**config.mk**
```make
export PLATFORM = sky130hd
export DESIGN_NAME = mux16_multiplier
export DESIGN_NICKNAME = d
export VERILOG_FILES = /design/src/rtl/mux16_pkg.sv /design/src/rtl/mux16_datapath.sv /design/src/rtl/mux16_multiplier.sv
export SDC_FILE = /design/constraint.sdc
export NUM_CORES = 1
export LEC_CHECK = 0
export BUFFER_PORTS_ARGS = -buffer_cell sky130_fd_sc_hd__buf_4
export CAP_MARGIN = 10
export CORE_MARGIN = 3
export CORE_UTILIZATION = 50
export DETAILED_ROUTE_END_ITERATION = 6
export PLACE_DENSITY = 0.7
export SLEW_MARGIN = 30
export SYNTH_ARGS = -nofsm -noshare
export SYNTH_HDL_FRONTEND = slang
export SYNTH_SLANG_ARGS = --single-unit
```
**constraint.sdc**
```tcl
create_clock -name clk -period 6.27 [get_ports clk]
set_input_delay 0.9405 -clock clk [delete_from_list [all_inputs] [get_ports clk]]
set_output_delay 0.9405 -clock clk [all_outputs]
set_load 0.02 [all_outputs]
```
**src/rtl/mux16_pkg.sv**
```systemverilog
// Shared types and constants for the sequential shift-and-add multiplier.
package mux16_pkg;

    localparam int WIDTH = 16;
    localparam int CNT_W = $clog2(WIDTH) + 1;

    typedef enum logic [1:0] {
        IDLE = 2'd0,
        RUN  = 2'd1,
        DONE = 2'd2,
        WAIT = 2'd3
    } state_t;

endpackage

```
**src/rtl/mux16_datapath.sv**
```systemverilog
// Operand registers and accumulator; adds one shifted partial product per step.
module mux16_datapath #(
    parameter int WIDTH = 16,
    parameter int CW    = $clog2(WIDTH) + 1
) (
    input  logic               clk,
    input  logic               rst_n,
    input  logic               load,
    input  logic               step,
    input  logic [CW-1:0]      idx,
    input  logic [WIDTH-1:0]   ain,
    input  logic [WIDTH-1:0]   bin,
    output logic [2*WIDTH-1:0] acc
);

    logic [WIDTH-1:0]   mcand;
    logic [WIDTH-1:0]   mplier;
    logic [2*WIDTH-1:0] addend;

    always_comb begin
        addend = '0;
        if (mplier[idx[CW-2:0]])
            addend = {{WIDTH{1'b0}}, mcand} << idx;
    end

    always_ff @(posedge clk) begin
        if (rst_n) begin
            mcand  <= '0;
            mplier <= '0;
            acc    <= '0;
        end else if (load) begin
            mcand  <= ain;
            mplier <= bin;
            acc    <= '0;
        end else if (step) begin
            acc <= acc + addend;
        end
    end

endmodule

```
**src/rtl/mux16_multiplier.sv**
```systemverilog
// Radix-2 sequential multiplier: level-held start, one-cycle done pulse.
module mux16_multiplier
    import mux16_pkg::*;
#(
    parameter int WIDTH = mux16_pkg::WIDTH
) (
    input  logic               clk,
    input  logic               rst_n,
    input  logic               start,
    input  logic [WIDTH-1:0]   ain,
    input  logic [WIDTH-1:0]   bin,
    output logic [2*WIDTH-1:0] yout,
    output logic               done
);

    localparam int CW = $clog2(WIDTH) + 1;
    localparam logic [CW-1:0] LAST = CW'(WIDTH - 1);

    state_t             state;
    logic [CW-1:0]      cnt;
    logic [2*WIDTH-1:0] acc;
    logic               load;
    logic               step;

    assign load = (state == IDLE) && start;
    assign step = (state == RUN) && start;

    mux16_datapath #(
        .WIDTH(WIDTH),
        .CW   (CW)
    ) u_dp (
        .clk  (clk),
        .rst_n(rst_n),
        .load (load),
        .step (step),
        .idx  (cnt),
        .ain  (ain),
        .bin  (bin),
        .acc  (acc)
    );

    always_ff @(posedge clk) begin
        if (rst_n) begin
            state <= IDLE;
            cnt   <= '0;
            yout  <= '0;
            done  <= 1'b0;
        end else begin
            done <= 1'b0;
            unique case (state)
                IDLE: begin
                    if (start) begin
                        cnt   <= '0;
                        state <= RUN;
                    end
                end
                RUN: begin
                    // a dropped start abandons the product silently
                    if (!start) begin
                        state <= IDLE;
                    end else begin
                        cnt <= cnt + 1'b1;
                        if (cnt == LAST)
                            state <= DONE;
                    end
                end
                DONE: begin
                    yout  <= acc;
                    done  <= 1'b1;
                    state <= WAIT;
                end
                WAIT: begin
                    if (!start)
                        state <= IDLE;
                end
                default: state <= IDLE;
            endcase
        end
    end

endmodule

```
==> flow_metrics.py, run 1 <==
metrics = {
    "placed_design": {
        "placed_area_sq_um": 6900,
        "portBuffers": 67,
        "hpwl_microns": 12800,
        "routabilityCongestion": 0.946,
    },
    "floorplan": {
        "io_pins": 68,
        "die_w_microns": 118,
        "die_y_microns": 118,
        "core_region_area_sq_um": 12200,
        "fp-row-count": 40,
        "start_util_pct": 51.9,
        "dieArea_sq_um": 14000,
    },
    "timing": {
        "period_minus_slack_ps": 5340,
        "rsz0062_at_grt": "false",
        "skew_ps": 11.8,
        "slew_headroom_pct": 38.6,
        "tightest_slew_ps": 918,
        "setup-violations-final": 0,
        "fmaxAchievable_mhz": 187,
        "drv_slew": 0,
        "hold_viol": 0,
        "post-route-period-util_pct": 85.1,
        "fin_tns_setup_ps": 0,
    },
    "detailed_routing": {
        "drc": 0,
        "wl_microns": 17300,
        "dr.pass1.iters": 5,
        "vias": 6052,
        "dr.first_iter.drc_count": 400,
        "ant_nets": 0,
        "wire_per_inst_microns": 16.3,
        "vias_per_cell": 5.69,
    },
    "cells_and_area": {
        "syn2layout_area_growth_pct": 13.6,
        "regArea_sq_um": 2080,
        "final_common_cell": "nand2_1",
        "multiInputGateArea_sq_um": 4000,
        "design_area_sq_um": 7170,
        "mostFrequentLayoutCells": "206 x nand2_1, 139 x a21oi_1, 104 x dfxtp_1",
        "diodes": 0,
        "final_layout_size_suffix_gt1_share_pct": 13.1,
        "n_fill_cell": 1175,
        "finalNetCount": 960,
    },
    "grt": {
        "antenna_found_initial": 0,
        "gr-total-overflow": 0,
        "grt_pass1_vias": 5536,
        "grt_start_max_net_pins": 74,
        "grt_usage_pct": 24.7,
        "grt_pass1_wl_microns": 28000,
    },
    "synthesis": {
        "syn_area_per_cell_sq_um": 7.36,
        "synth_edf_count": 0,
        "synthCells": 857,
        "ys_warn_count": 0,
        "ys_dominant_reg_cell": "dfxtp_1",
        "async_reset_ff_share_pct": 0,
        "synth_area_sq_um": 6310,
        "synth_top_area_cell": "dfxtp_1",
        "synth_nets": 926,
        "ys_seq_elements": 104,
        "synth_top_area_share_pct": 33.0,
        "yosysSeqAreaShare_pct": 33.0,
        "synth_cell_types": 52,
        "netlist_top_cells_area": "dfxtp_1 33%, nand2_1 12%, a21oi_1 11%",
    },
    "hold_path": {
        "worst_hold_startpoint": "yout[29]",
        "whs_path_depth": 2,
        "hold_path_class": "register to register",
        "hold_end": "yout[29]",
    },
    "critical_path": {
        "cp.required_ps": 6510,
        "r2r_end": "u_dp.acc[24]",
        "path_max_fanout": 13,
        "cp-start-kind": "register",
        "worstPathArrival_ps": 5580,
        "cp-end-kind": "register",
        "r2r_setup_slack_ps": 930,
        "critPathKind": "register to register",
        "reg2reg_depth": 18,
        "r2r-start": "cnt[0]",
    },
    "clock_network": {
        "post_cts_resize_count": 0,
        "cts_buffers": 9,
        "cts_root_buffer": "clkbuf_16",
        "cts_hold_buffers": 0,
        "cts_setup_buffers": 0,
        "clk_latency_ps": 360,
        "cts_max_path_buffers": 2,
        "clkSinkCount": 104,
        "htree_num_levels": 3,
        "clk_pin_slew_ps": 70,
        "tritoncts": "built",
    },
    "pwr": {
        "comb_power_share_pct": 8.9,
        "p_clk_share_pct": 39.3,
        "power_density_nw_per_um2": 184,
        "vdd_drop_max_mv": 0.199,
        "p_sw_share_pct": 25.3,
        "intPower_uw": 987,
        "p_sw_uw": 334,
        "leakage_nw": 2.84,
        "seqPwrFrac_pct": 51.8,
    },
    "job": {
        "maxCapViolations": 0,
    },
    "status": {
        "outcome": "finished clean",
    },
}
-- critical path, stage by stage, from the launching register on --
cell and delay, ps:
dfxtp_1 480, mux4_2 560, mux4_2 610, nand2_1 110
buf_4 180, or3_1 200, nor2_1 80, ha_1 230
fa_1 410, a21oi_1 290, o21ai_1 110, a21oi_1 240
nor3_1 90, or3_1 390, a31oi_1 260, a31oi_1 270
a41oi_1 360, mux2i_1 260, nand3_1 90
-- power by group through the flow --
stage          clock network (mW)  registers [mW]  logic [mW]
2_1_floorplan                   0           0.695      0.0788
4_1_cts                     0.532           0.684       0.117
3_3_place_gp                    0           0.699       0.114
3_5_place_dp                    0           0.699       0.116
5_1_grt                     0.561           0.686       0.130
6_report                    0.519           0.684       0.117
-- cell type report --
| class | instances | area share, % |
|---|---|---|
| Sequential cell | 104 | 29.0 |
| Multi-Input combinational cell | 687 | 55.7 |
| Clock buffer | 11 | 3.25 |
| Clock inverter | 5 | 0.436 |
| Inverter | 13 | 0.681 |
| Tap cell | 168 | 2.93 |
| Timing Repair Buffer | 76 | 7.96 |
-- how the worst max path moves through the flow --
stage               slack, ps  startpoint           end
finish                    930      cnt[0]  u_dp.acc[24]
CTS                       960      cnt[0]  u_dp.acc[24]
global route              600      cnt[0]  u_dp.acc[24]
floorplan                1650      cnt[0]  u_dp.acc[24]
detailed placement       1010      cnt[0]  u_dp.acc[24]
global placement         1240      cnt[0]  u_dp.acc[24]
-- per-layer routing --
metal / part of all wire [%] / routed length (microns) / track usage (%)
met1: 48 / 8330 / 34.7
met2: 44 / 7590 / 37.1
met3: 5.8 / 995 / 5.17
met4: 2.2 / 384 / 9.52
met5: 0 / 0 / 0
-- registers in the layout, summed over array words and instances (netlist names), named ones only --
register,flops
u_dp.acc,32
state,1
u_dp.mcand,16
cnt,5
u_dp.mplier,16
yout,32
done,1
-- synth_stat cells, drive strengths merged (4+ instances only) --
cell and instances:
a211oi 7, a21o 10, a21oi 139, a31oi 14, and2 7, and3 8
buf 8, clkbuf 45, dfxtp 104, ha 33, inv 13, mux2 10
mux2i 25, mux4 5, nand2 208, nand2b 5, nand3 25, nand4 6
nor2 52, nor2b 7, nor3 16, o21a 4, o21ai 40, o22ai 8
or3 5, xnor2 15, xor2 6
-- through the flow --
| stage | cells | util, % | power, mW | worst slack, ps | hold slack (ps) |
|---|---|---|---|---|---|
| final | 1064 | 59.0 | 1.32 | 931 | 453 |
| after detailed placement | 1048 | 56.8 | 0.816 | 1010 | 447 |
| after CTS | 1064 | 58.9 | 1.33 | 957 | 456 |
| after floorplan | 857 | - | 0.773 | 1650 | 433 |
| after global routing | 1064 | 59.0 | 1.38 | 600 | 481 |
| after global placement | 1048 | 56.7 | 0.813 | 1240 | 442 |
-- kinds of logic (layout without fill, tap and decap cells) --
kind of cell    Yosys count  after routing  synth area share, %
buf+inv                  66            105                 3.97
compound gates          244            244                 22.2
fa+ha+maj                34             34                 6.86
flops                   104            104                 33.0
mux                      40             40                 7.54
xor+xnor                 21             21                 2.91
simple gates            348            348                 23.5
(Power assumes the default switching activity.)
==> run 2: changes to the inputs <==
Settings changed: CELL_PAD_IN_SITES_DETAIL_PLACEMENT from default to 1, CELL_PAD_IN_SITES_GLOBAL_PLACEMENT from default to 1, CORE_UTILIZATION 50 to 43, PLACE_DENSITY 0.7 to default, PLACE_DENSITY_LB_ADDON from default to 0.1.
==> run 2 against run 1 <==
Against the previous run:
- sequential power hardly changed
- final cell count grew 1.0%
- largest cell class unchanged
- non-clock buffer count decreased by 1
- final area rose by 0.45%
- critical endpoint unchanged
- clock power rose by 6.0%
- clock-buffer cell count unchanged
==> flow_metrics.py, run 2 (synthesis gave the netlist of run 1 again) <==
metrics = {
    "floorplan": {
        "dieArea_sq_um": 16200,
        "start_util_pct": 44.8,
        "core_region_area_sq_um": 14100,
        "io_pins": 68,
        "fp-row-count": 43,
        "die_w_microns": 127,
        "die_y_microns": 127,
    },
    "placed_design": {
        "hpwl_microns": 13800,
        "dpl_worst_slack_ps": 774,
        "dp_cells": 1059,
        "routabilityCongestion": 0.919,
        "portBuffers": 67,
    },
    "pwr": {
        "leakage_nw": 2.86,
        "power.total_mw": 1.35,
        "vdd_drop_max_mv": 0.122,
        "power_density_nw_per_um2": 188,
    },
    "critical_path": {
        "path_max_fanout": 13,
        "max_stage_delay_ps": 620,
        "cp_slowest_cell": "mux4_2",
        "cp.required_ps": 6510,
        "path_delay_family": "compound AO/OA/AOI/OAI gates",
        "path_buf_inv": 0,
        "critPathKind": "register to register",
        "cp-start-kind": "register",
        "cp-end-kind": "register",
        "worstPathArrival_ps": 5800,
        "path_cells": "mux4_2, mux4_2, nand2_1, or3_1, nor2_1, ha_1, fa_1, a21oi_1, o21ai_1, a21oi_1, nor3_1, or3_1, a31oi_1, a31oi_1, a41oi_1, mux2i_1, nand3_1",
    },
    "hold_path": {
        "hold_path_class": "register to register",
    },
    "timing": {
        "fmaxAchievable_mhz": 180,
        "period_minus_slack_ps": 5560,
        "layout_setup_ws_ps": 711,
        "setup-violations-final": 0,
        "rsz0062_at_grt": "false",
        "slew_headroom_pct": 49.5,
        "skew_ps": 8.16,
        "hold_viol": 0,
        "whs_ps": 455,
        "drv_slew": 0,
        "post-route-period-util_pct": 88.7,
        "fin_tns_setup_ps": 0,
        "tightest_slew_ps": 757,
    },
    "cells_and_area": {
        "reg_top3": "u_dp.acc x32, yout x32",
        "mostFrequentLayoutCells": "206 x nand2_1, 139 x a21oi_1, 104 x dfxtp_1",
        "final_layout_size_suffix_gt1_share_pct": 13.2,
        "syn2layout_area_growth_pct": 14.2,
        "fin_cells": 1075,
        "final_common_cell": "nand2_1",
        "finalNetCount": 959,
        "diodes": 0,
    },
    "detailed_routing": {
        "wl_microns": 18600,
        "drc": 0,
        "wire_per_inst_microns": 17.3,
        "dr.pass1.iters": 5,
        "vias_per_cell": 5.70,
        "ant_nets": 0,
        "vias": 6127,
        "dr.first_iter.drc_count": 345,
    },
    "job": {
        "maxCapViolations": 0,
    },
    "clock_network": {
        "cts_root_buffer": "clkbuf_16",
        "cts_setup_buffers": 0,
        "post_cts_resize_count": 0,
        "htree_num_levels": 3,
        "clk_latency_ps": 360,
        "cts_max_path_buffers": 2,
        "tritoncts": "built",
        "clk_pin_slew_ps": 70,
        "cts_hold_buffers": 0,
        "cts_buffers": 9,
        "clkSinkCount": 104,
    },
    "grt": {
        "antenna_found_initial": 0,
        "gr-total-overflow": 0,
        "grt_pass1_vias": 6204,
        "grt_pass1_wl_microns": 31200,
        "grt_usage_pct": 23.3,
        "grt_start_max_net_pins": 74,
    },
    "status": {
        "outcome": "finished clean",
    },
}
-- run 2: area by class of cell --
type	count	area (sq um)
multi-input cells	687	4000
inverters	13	48.8
well taps	180	225
flip-flops and latches	104	2080
clock inverters	5	31.3
repair buffers	75	563
fillers	1803	6890
clock buffers	11	253
-- run 2: through the flow --
stage / cell area [sq um] / util, %
finish: 7200 / 51.1
global route: 7200 / 51.1
CTS: 7200 / 51.0
detailed placement: 6910 / 49.0
global placement: 6900 / 49.0
floorplan: 6310 / -
-- run 2: worst paths after layout --
kind | start | slack, ps | cells past startpoint | endpoint
setup / recovery | cnt[0] | 710 | 17 | u_dp.acc[24]
hold / removal | yout[25] | 450 | 2 | yout[25]
setup reg to reg | cnt[0] | 710 | 17 | u_dp.acc[24]
hold reg to reg | yout[25] | 450 | 2 | yout[25]
-- run 2: routing by layer --
| metal | global-route usage, % | share of wire (%) |
|---|---|---|
| met5 | 0 | 0 |
| met4 | 9.59 | 2.7 |
| met1 | 30.6 | 47 |
| met3 | 3.09 | 3.8 |
| met2 | 38.9 | 47 |
-- run 2: where the power goes --
group / internal (mW) / leakage (nW) / switching (mW)
clock: 0.290 / 0.141 / 0.260
combinational: 0.0435 / 1.87 / 0.0770
sequential: 0.673 / 0.843 / 0.0109
-- run 2: worst min-delay path: cells and delay by family, from the launching register on --
kind | cells | cell delay, ps
AND/OR/NAND/NOR | 1 | 50
flip-flops | 1 | 310
AO/OA/AOI/OAI | 1 | 50
